## src/rtl/rf_wport_arbiter_pkg.sv

```systemverilog
// Shared widths, zip field offsets and helpers for the register-file write-port arbiter.
// The "zip" is the packed {we, waddr, wdata} word that travels from each requester to the RF.
package rf_wport_arbiter_pkg;

  localparam int RF_ZIP_W  = 38;
  localparam int RF_ADDR_W = 5;
  localparam int DATA_W    = 32;
  localparam int WE_BIT    = 37;
  localparam int WADDR_HI  = 36;
  localparam int WADDR_LO  = 32;
  localparam int WDATA_HI  = 31;

  typedef logic [RF_ZIP_W-1:0]  rf_zip_t;
  typedef logic [RF_ADDR_W-1:0] rf_addr_t;
  typedef logic [DATA_W-1:0]    rf_data_t;

  function automatic logic zip_we(input rf_zip_t z);
    return z[WE_BIT];
  endfunction

  function automatic rf_addr_t zip_waddr(input rf_zip_t z);
    return z[WADDR_HI:WADDR_LO];
  endfunction

  function automatic rf_data_t zip_wdata(input rf_zip_t z);
    return z[WDATA_HI:0];
  endfunction

  // r0 is hardwired to zero, so a write aimed at it is demoted to a no-op slot.
  function automatic rf_zip_t zip_mask_r0(input rf_zip_t z);
    return {z[WE_BIT] & (z[WADDR_HI:WADDR_LO] != '0), z[WADDR_HI:0]};
  endfunction

endpackage

```

## src/rtl/rf_wport_arbiter_if.sv

```systemverilog
// Bundles the two requester handshakes, the registered RF write port and the trace outputs.
// The slave modport is the arbiter's view; the master modport is the requesters' and observers' view.
interface rf_wport_arbiter_if;
  import rf_wport_arbiter_pkg::*;

  logic        pipe_valid;
  logic        pipe_ready;
  rf_zip_t     pipe_rf_zip;
  logic [31:0] pipe_pc;
  logic        lop_valid;
  logic        lop_ready;
  rf_zip_t     lop_rf_zip;
  logic [31:0] lop_pc;
  logic        out_valid;
  rf_zip_t     rf_zip;
  logic [31:0] debug_wb_pc;
  logic [3:0]  debug_wb_rf_we;
  rf_addr_t    debug_wb_rf_wnum;
  rf_data_t    debug_wb_rf_wdata;

  modport slave (
    input  pipe_valid, pipe_rf_zip, pipe_pc, lop_valid, lop_rf_zip, lop_pc,
    output pipe_ready, lop_ready, out_valid, rf_zip,
    output debug_wb_pc, debug_wb_rf_we, debug_wb_rf_wnum, debug_wb_rf_wdata
  );

  modport master (
    output pipe_valid, pipe_rf_zip, pipe_pc, lop_valid, lop_rf_zip, lop_pc,
    input  pipe_ready, lop_ready, out_valid, rf_zip,
    input  debug_wb_pc, debug_wb_rf_we, debug_wb_rf_wnum, debug_wb_rf_wdata
  );

endinterface

```

## src/rtl/rf_wport_arbiter_grant.sv

```systemverilog
// Combinational grant selection between pipeline and long-op requesters,
// plus the counter that bounds how long a valid long-op result can be starved.
module rf_wport_arbiter_grant
  import rf_wport_arbiter_pkg::*;
#(
  parameter int STARVE_LIMIT = 4,
  parameter int CNT_W        = 4
) (
  input  logic             clk,
  input  logic             reset,
  input  logic             pipe_valid,
  input  logic             pipe_we,
  input  rf_addr_t         pipe_waddr,
  input  logic             lop_valid,
  input  logic             lop_we,
  input  rf_addr_t         lop_waddr,
  output logic             grant_pipe,
  output logic             grant_lop,
  output logic [CNT_W-1:0] starve_cnt
);

  localparam logic [CNT_W-1:0] LIMIT   = CNT_W'(STARVE_LIMIT);
  localparam logic [CNT_W-1:0] CNT_MAX = {CNT_W{1'b1}};

  logic same_reg;

  // The long-op instruction is older, so on a same-register collision it must write first.
  assign same_reg = pipe_we && lop_we && (pipe_waddr == lop_waddr) && (pipe_waddr != '0);

  always_comb begin
    grant_pipe = 1'b0;
    grant_lop  = 1'b0;
    if (!reset) begin
      if (lop_valid && (!pipe_valid || same_reg || (starve_cnt >= LIMIT))) begin
        grant_lop = 1'b1;
      end else if (pipe_valid) begin
        grant_pipe = 1'b1;
      end
    end
  end

  always_ff @(posedge clk) begin
    if (reset) begin
      starve_cnt <= '0;
    end else if (lop_valid && !grant_lop) begin
      if (starve_cnt != CNT_MAX) starve_cnt <= starve_cnt + 1'b1;
    end else begin
      starve_cnt <= '0;
    end
  end

endmodule

```

## src/rtl/rf_wport_arbiter.sv

```systemverilog
// Shares the single RF write port between pipeline write-back and the long-op return path.
// The winner is registered for one cycle and drives the RF, ID forwarding and trace outputs.
module rf_wport_arbiter
  import rf_wport_arbiter_pkg::*;
#(
  parameter int STARVE_LIMIT = 4,
  parameter int CNT_W        = 4
) (
  input logic               clk,
  input logic               reset,
  rf_wport_arbiter_if.slave bus
);

  logic             grant_pipe;
  logic             grant_lop;
  logic [CNT_W-1:0] starve_cnt;
  rf_zip_t          win_zip;
  logic [31:0]      win_pc;
  logic             out_valid_q;
  rf_zip_t          rf_zip_q;
  logic [31:0]      pc_q;

  rf_wport_arbiter_grant #(
    .STARVE_LIMIT(STARVE_LIMIT),
    .CNT_W       (CNT_W)
  ) u_grant (
    .clk       (clk),
    .reset     (reset),
    .pipe_valid(bus.pipe_valid),
    .pipe_we   (zip_we(bus.pipe_rf_zip)),
    .pipe_waddr(zip_waddr(bus.pipe_rf_zip)),
    .lop_valid (bus.lop_valid),
    .lop_we    (zip_we(bus.lop_rf_zip)),
    .lop_waddr (zip_waddr(bus.lop_rf_zip)),
    .grant_pipe(grant_pipe),
    .grant_lop (grant_lop),
    .starve_cnt(starve_cnt)
  );

  always_comb begin
    win_zip = bus.pipe_rf_zip;
    win_pc  = bus.pipe_pc;
    if (grant_lop) begin
      win_zip = bus.lop_rf_zip;
      win_pc  = bus.lop_pc;
    end
  end

  // On idle cycles only we drops; addr/data/pc hold so the forwarding bus stays quiet.
  always_ff @(posedge clk) begin
    if (reset) begin
      out_valid_q <= 1'b0;
      rf_zip_q    <= '0;
      pc_q        <= '0;
    end else if (grant_pipe || grant_lop) begin
      out_valid_q <= 1'b1;
      rf_zip_q    <= zip_mask_r0(win_zip);
      pc_q        <= win_pc;
    end else begin
      out_valid_q      <= 1'b0;
      rf_zip_q[WE_BIT] <= 1'b0;
    end
  end

  assign bus.pipe_ready        = grant_pipe;
  assign bus.lop_ready         = grant_lop;
  assign bus.out_valid         = out_valid_q;
  assign bus.rf_zip            = rf_zip_q;
  assign bus.debug_wb_pc       = pc_q;
  assign bus.debug_wb_rf_we    = {4{zip_we(rf_zip_q)}};
  assign bus.debug_wb_rf_wnum  = zip_waddr(rf_zip_q);
  assign bus.debug_wb_rf_wdata = zip_wdata(rf_zip_q);

endmodule

```

## src/flat_wrapper.sv

```systemverilog
// flat-port wrapper written by rule: the top's interface ports become plain ports
module rf_wport_arbiter_flat import rf_wport_arbiter_pkg::*;
#(
  parameter int STARVE_LIMIT = 4,
  parameter int CNT_W        = 4
)
  (clk, reset, bus_pipe_valid, bus_pipe_rf_zip, bus_pipe_pc, bus_lop_valid, bus_lop_rf_zip, bus_lop_pc, bus_pipe_ready, bus_lop_ready, bus_out_valid, bus_rf_zip, bus_debug_wb_pc, bus_debug_wb_rf_we, bus_debug_wb_rf_wnum, bus_debug_wb_rf_wdata);
  rf_wport_arbiter_if bus_i ();
  input logic clk;
  input logic reset;
  input wire logic [$bits(bus_i.pipe_valid)-1:0] bus_pipe_valid;
  input wire logic [$bits(bus_i.pipe_rf_zip)-1:0] bus_pipe_rf_zip;
  input wire logic [$bits(bus_i.pipe_pc)-1:0] bus_pipe_pc;
  input wire logic [$bits(bus_i.lop_valid)-1:0] bus_lop_valid;
  input wire logic [$bits(bus_i.lop_rf_zip)-1:0] bus_lop_rf_zip;
  input wire logic [$bits(bus_i.lop_pc)-1:0] bus_lop_pc;
  output wire logic [$bits(bus_i.pipe_ready)-1:0] bus_pipe_ready;
  output wire logic [$bits(bus_i.lop_ready)-1:0] bus_lop_ready;
  output wire logic [$bits(bus_i.out_valid)-1:0] bus_out_valid;
  output wire logic [$bits(bus_i.rf_zip)-1:0] bus_rf_zip;
  output wire logic [$bits(bus_i.debug_wb_pc)-1:0] bus_debug_wb_pc;
  output wire logic [$bits(bus_i.debug_wb_rf_we)-1:0] bus_debug_wb_rf_we;
  output wire logic [$bits(bus_i.debug_wb_rf_wnum)-1:0] bus_debug_wb_rf_wnum;
  output wire logic [$bits(bus_i.debug_wb_rf_wdata)-1:0] bus_debug_wb_rf_wdata;
  assign bus_i.pipe_valid = bus_pipe_valid;
  assign bus_i.pipe_rf_zip = bus_pipe_rf_zip;
  assign bus_i.pipe_pc = bus_pipe_pc;
  assign bus_i.lop_valid = bus_lop_valid;
  assign bus_i.lop_rf_zip = bus_lop_rf_zip;
  assign bus_i.lop_pc = bus_lop_pc;
  assign bus_pipe_ready = bus_i.pipe_ready;
  assign bus_lop_ready = bus_i.lop_ready;
  assign bus_out_valid = bus_i.out_valid;
  assign bus_rf_zip = bus_i.rf_zip;
  assign bus_debug_wb_pc = bus_i.debug_wb_pc;
  assign bus_debug_wb_rf_we = bus_i.debug_wb_rf_we;
  assign bus_debug_wb_rf_wnum = bus_i.debug_wb_rf_wnum;
  assign bus_debug_wb_rf_wdata = bus_i.debug_wb_rf_wdata;
  rf_wport_arbiter #(.STARVE_LIMIT(STARVE_LIMIT), .CNT_W(CNT_W)) u_core (.clk(clk), .reset(reset), .bus(bus_i));
endmodule
```

## config.mk

```make
export PLATFORM = sky130hd
export DESIGN_NAME = rf_wport_arbiter_flat
export DESIGN_NICKNAME = d
export VERILOG_FILES = /design/src/rtl/rf_wport_arbiter_pkg.sv /design/src/rtl/rf_wport_arbiter_if.sv /design/src/rtl/rf_wport_arbiter_grant.sv /design/src/rtl/rf_wport_arbiter.sv /design/src/flat_wrapper.sv
export SDC_FILE = /design/constraint.sdc
export NUM_CORES = 1
export LEC_CHECK = 0
export ABC_AREA = 1
export ABC_CLOCK_PERIOD_IN_PS = 3120
export BUFFER_PORTS_ARGS = -buffer_cell sky130_fd_sc_hd__buf_2
export CORE_MARGIN = 4
export CORE_UTILIZATION = 47
export CTS_BUF_LIST = sky130_fd_sc_hd__clkbuf_8
export CTS_CLUSTER_DIAMETER = 40
export CTS_CLUSTER_SIZE = 24
export DETAILED_ROUTE_END_ITERATION = 7
export PLACE_DENSITY = 0.88
export SKIP_CTS_REPAIR_TIMING = 1
export SYNTH_ARGS = -nofsm -noshare
export SYNTH_HDL_FRONTEND = slang
export SYNTH_SLANG_ARGS = --single-unit
```

## constraint.sdc

```tcl
create_clock -name clk -period 3.12 [get_ports clk]
set_input_delay 0.156 -clock clk [delete_from_list [all_inputs] [get_ports clk]]
set_output_delay 0.156 -clock clk [all_outputs]
set_load 0.005 [all_outputs]
```

; ---- Word level (Yosys, flattened, before mapping)
; Cells that the tools add are included.
[word_totals]
reg_bits = 75
in_bits = 144
output_inout_bits = 114
[classes]
n_eq_ne = 2
bitwise_logic = 3
addsub = 1
mux = 8
n_lt_le_gt_ge = 1
n_reduce_logical = 14
[ops]
columns = operator, count
row1 = two-way mux 38 bit, 1
row2 = two-way mux 32 bit, 1
row3 = nonzero test 5 bit, 2
row4 = two-way mux 1 bit, 6
row5 = equality test 5 bit, 1
row6 = logical AND 1 bit, 5
row7 = adder 4 x 1 -> 4 bit (second input constant), 1
row8 = >= comparator 4 x 3 -> 1 bit (second input constant), 1
row9 = inequality test 4 bit (second input constant), 1
row10 = OR reduction 2 bit, 2
row11 = logical OR 1 bit, 3
row12 = zero test 1 bit, 2
row13 = NOT 1 bit, 2
row14 = AND 1 bit, 1

; ---- Logic depth before layout (Yosys ltp)
[logic_depth]
depth_word = 12
depth_mapped = 16

; ---- By module
; From an unflattened synthesis, not the netlist that was laid out.
[hier_totals]
cells_unflattened = 626
area_unflattened_um2 = 3938.8
[modules_own_cells]
columns = mod, n_inst, area_each_um2, seq_area_each_um2, cells_each
row1 = rf_wport_arbiter, 1, 3594.7, 1421.4, 570
row2 = rf_wport_arbiter_grant, 1, 344.1, 80.1, 56

; ---- Least setup slack after synthesis
; OpenSTA, ideal clock, no wires.
[synth_timing]
path_kind = flip-flop to flip-flop
from = register u_core.u_grant.starve_cnt[2]
to = register u_core.rf_zip_q[10], in the netlist u_core.bus.rf_zip[10]
arrival_ps = 1427
path_stages_with_launch = 9
path_slack_ps = 1577
setup_time_ps = 116
n_path_buf = 2
synth_period_minus_slack_ps = 1543
path_cell_list = dfxtp_1 > nor3_1 > nand2_4 > nand2_4 > nand2_4 > buf_4 > buf_2 > o211ai_1 > inv_1
[synth_via]
elab_chain_cells = 6
word_cells_on_any_way = 9
classes_between = order compare: 1 / mux: 5 / reduce/logical: 3
[synth_rtl]
columns = item, line
row1 = "start, declared", rf_wport_arbiter_grant.sv:19  ; output logic [CNT_W-1:0] starve_cnt
row2 = "start signal, assigned", rf_wport_arbiter_grant.sv:46  ; if (starve_cnt != CNT_MAX) starve_cnt <= starve_cnt + 1'b1;
row3 = >= comparator 4 x 3 -> 1 bit *, rf_wport_arbiter_grant.sv:34  ; if (lop_valid && (!pipe_valid || same_reg || (starve_cnt >= LIMIT))) begin
row4 = logical OR 1 bit *, rf_wport_arbiter_grant.sv:34
row5 = logical AND 1 bit *, rf_wport_arbiter_grant.sv:34
row6 = two-way mux 1 bit, rf_wport_arbiter_grant.sv:34
row7 = two-way mux 1 bit, rf_wport_arbiter_grant.sv:33  ; if (!reset) begin
row8 = two-way mux 38 bit or logical OR 1 bit (tied branches), "rf_wport_arbiter.sv:43, rf_wport_arbiter.sv:55"
row9 = "end signal, assigned", rf_wport_arbiter.sv:57  ; rf_zip_q <= zip_mask_r0(win_zip);
row10 = "end, declared", rf_wport_arbiter.sv:20  ; rf_zip_t rf_zip_q;
; Mark *: on every way between the ends. The rest lies on a longest branch, timed or not.
; A chain may end at the register's enable or synchronous reset.

; ---- Worst setup path after layout
[layout_timing]
from = register u_core.u_grant.starve_cnt[2]
to = output port bus_lop_ready
[layout_via]
elab_chain_cells = 5
[layout_rtl]
columns = item, line
row1 = >= comparator 4 x 3 -> 1 bit, rf_wport_arbiter_grant.sv:34
row2 = logical OR 1 bit, rf_wport_arbiter_grant.sv:34
row3 = logical AND 1 bit, rf_wport_arbiter_grant.sv:34
row4 = two-way mux 1 bit, rf_wport_arbiter_grant.sv:34
row5 = two-way mux 1 bit, rf_wport_arbiter_grant.sv:33
row6 = "end, declared", flat_wrapper.sv:18  ; output wire logic [$bits(bus_i.lop_ready)-1:0] bus_lop_ready;
; No other way between the ends.

==> impl_metrics.csv <==
group,metric,value,unit
run_status,status,"finished, final reports clean",
finish,stdcell_area,5110,sq um
run,drv_cap,0,
power_and_ir_drop,vdd_ir_drop_max,0.222,mV
timing,worst_slack,0.938,ns
place,gp_congestion,0.856,
finish,regArea,1500,sq um
floorplan,ioPinCount,258,
cts,clock_latency,0.32,ns
cts,clk_pin_slew,0.07,ns
detailed_routing,drc_errors,0,
synth,syn_area_per_cell,7.12,sq um
place,port_buffers,257,
setup_path,cpMostUsedCell,"nand2_4",
floorplan,core,8260,sq um
synth,yosysTopAreaCell,"dfxtp_1",
detailed_routing,drt-initial-drc-count,129,
global_routing,grt_start_max_net_pins,106,
place,dp_slack,0.950,ns
cts,cts_root_buffer,"clkbuf_8",
detailed_routing,vias,4130,
finish,synthToLayoutAreaGrowth,27.4,%
global_routing,grt_pass1_wl,17.2,mm
setup_path,critPathLaunchType,"flip-flop",
setup_path,path_cells,"nor3_1 -> nand2_4 -> nand2_4 -> inv_2 -> buf_2",
cts,cts.path.max_buffers,2,
floorplan,die_area,10100,sq um
timing,fin_crit,2.18,ns
detailed_routing,via_per_inst,4.77,
global_routing,grt_use_met1,0.239,
place,hpwl,8.21,mm
global_routing,grt_overflow,0,
detailed_routing,routedWlPerCell,12.7,microns
cts,cts_tree,"done",
synth,synth_seq_area_share,0.374,
synth,synth_fp_nets,709,
setup_path,reg2regPathDepth,8,
finish,final_common_cell,"buf_2",
setup_path,worstPathArrival,2.03,ns
detailed_routing,ant_nets,0,
finish,multi_input_area,1640,sq um
floorplan,dieWidth,100,microns
setup_path,critPathRequiredTime,2.96,ns
setup_path,end_kind,"output port",
finish,fin_nets,902,
global_routing,grt_pass1_vias,3837,
setup_path,path_buf_inv,2,
setup_path,critPathTopFamily,"buffers and inverters",
setup_path,path_max_fanout,65,
synth,synth_warnings,0,
floorplan,initial_utilization,0.486,
global_routing,grt_antenna_before_repair,0,
global_routing,grt.busiest_layer,"met2",
synth,synth.distinct_cells,25,
min_path,hold_path_class,"primary input to flip-flop",
place,place_area,4910,sq um
timing,max_clock_freq,0.458,GHz
timing,finalCritPeriodShare,0.699,
power_and_ir_drop,p_leak,0.00309,uW
setup_path,setup.worst_path.class,"flip-flop to output port",
timing,slew_violations,0,
timing,setup_tns,0,ns
synth,synth.top_cell.area_share,0.374,
detailed_routing,drt-total-wl,11.0,mm
finish,nFillCells,769,
timing,setup_viol,0,
synth,synth_cells,564,
timing,rsz0062_at_grt,"false",
finish,antennaDiodeCount,0,
setup_path,slowest_stage,"inv_2",
synth,ys_ff_latch,75,
finish,drive_gt1_frac,0.386,
timing,slew_headroom,0.253,
detailed_routing,drtPass1Iterations,4,
synth,synth_area_leaders,"dfxtp_1 (37%), nand2_1 (15%), o211ai_1 (13%), nand3_1 (9.0%), buf_4 (8.6%)",
setup_path,critPathMaxStageDelay,0.77,ns
floorplan,die_h,100,microns
cts,clock-sinks,75,
setup_path,r2r_end,"u_core.bus.rf_zip[24]",
timing,tightest_slew,1.12,ns
global_routing,met3_usage,0.0473,
global_routing,grt_util_met2,0.384,
min_path,whs_endpoint,"u_core.bus.rf_zip[37]",
timing,clock_skew,0.00638,ns
min_path,hold_path_depth,3,
finish,layout_common_cells,"buf_2 (257), nand2_1 (160), dfxtp_1 (75)",
setup_path,r2r_start,"u_core.u_grant.starve_cnt[2]",
cts,h-tree-depth,3,
synth,syn-cell-area,4010,sq um
timing,finalHoldViolations,0,
min_path,hp-start,"bus_lop_rf_zip[37]",
global_routing,grtUsageTotal,0.211,
power_and_ir_drop,p_per_area,459,nW/um^2
cts,numCtsBuffers,9,
setup_path,r2r_slack,0.98,ns
floorplan,rows,33,
-- cells by family after synthesis --
| kind of cell | Yosys count | synth area share |
|---|---|---|
| xor gates and xnor gates | 2 | 0.00436 |
| other | 1 | 0.000934 |
| and+or+nand+nor | 245 | 0.260 |
| buffers and inverters | 163 | 0.217 |
| AOI/OAI and AO/OA | 77 | 0.140 |
| adders and majority gates | 1 | 0.00312 |
| DFF | 75 | 0.374 |
-- per-layer routing --
layer,vias to the layer above,routed length [microns]
li1,2153,-
met1,1805,4350
met2,158,5450
met3,14,960
met4,0,197
met5,-,0
-- worst max path at each step --
| stage | from | endpoint | slack, ns | cells after the start |
|---|---|---|---|---|
| CTS | u_core.u_grant.starve_cnt[2] | bus_lop_ready | 0.92 | 5 |
| global placement | u_core.u_grant.starve_cnt[2] | u_core.bus.rf_zip[37] | 1.02 | 9 |
| floorplan | u_core.u_grant.starve_cnt[2] | u_core.bus.rf_zip[10] | 1.58 | 8 |
| global route | u_core.u_grant.starve_cnt[2] | bus_lop_ready | 0.78 | 5 |
| finish | u_core.u_grant.starve_cnt[2] | bus_lop_ready | 0.94 | 5 |
| detailed placement | bus_lop_rf_zip[35] | u_core.bus.rf_zip[4] | 0.95 | 14 |
-- stage by stage --
stage	instances	power [uW]	hold WS, ns	utilization
after floorplan	564	1450	0.335	-
final	866	2350	0.120	0.619
after global routing	866	2500	0.133	0.619
after detailed placement	851	1640	0.454	0.595
after global placement	851	1630	0.449	0.595
after CTS	866	2380	0.100	0.619
-- tightest hold or removal path, stage by stage --
cell     delay [ns]
buf_2          0.09
o21ai_0        0.07
nor2_1         0.09
-- synthesized netlist by cell type --
cell      instances
xnor2_1           2
a21oi_1           4
conb_1            1
ha_1              1
clkinv_1          1
o21ai_2           1
buf_2            16
nand3_2           1
nor2_2            1
o21a_1            2
o21ai_0           2
o211ai_1         67
nor3_1            1
nand3_1          72
nand2_1         160
clkbuf_1          7
dfxtp_1          75
nand4_1           1
inv_2            12
buf_4            46
o21ai_1           1
nor2_1            6
buf_6             9
nand2_4           3
inv_1            72
-- sequential cells by signal, indices dropped and copies added (netlist names) --
signal	count
u_core.bus.out_valid	1
u_core.bus.rf_zip	38
u_core.bus.debug_wb_pc	32
u_core.u_grant.starve_cnt	4
-- power by group --
| part | total (uW) | switching (uW) | leakage [uW] | internal (uW) |
|---|---|---|---|---|
| clock | 733 | 325 | 0.0000974 | 407 |
| sequential | 1100 | 56.3 | 0.000622 | 1040 |
| combinational | 517 | 271 | 0.00237 | 245 |
| total | 2350 | 653 | 0.00309 | 1690 |
-- layout make-up --
class	count	area share
Multi-Input combinational cell	326	0.321
Timing Repair Buffer	260	0.258
Inverter	85	0.0624
Clock buffer	11	0.0296
Tap cell	105	0.0257
Clock inverter	4	0.00978
Sequential cell	75	0.294
No activity file was read; power rests on OpenSTA's default activity.
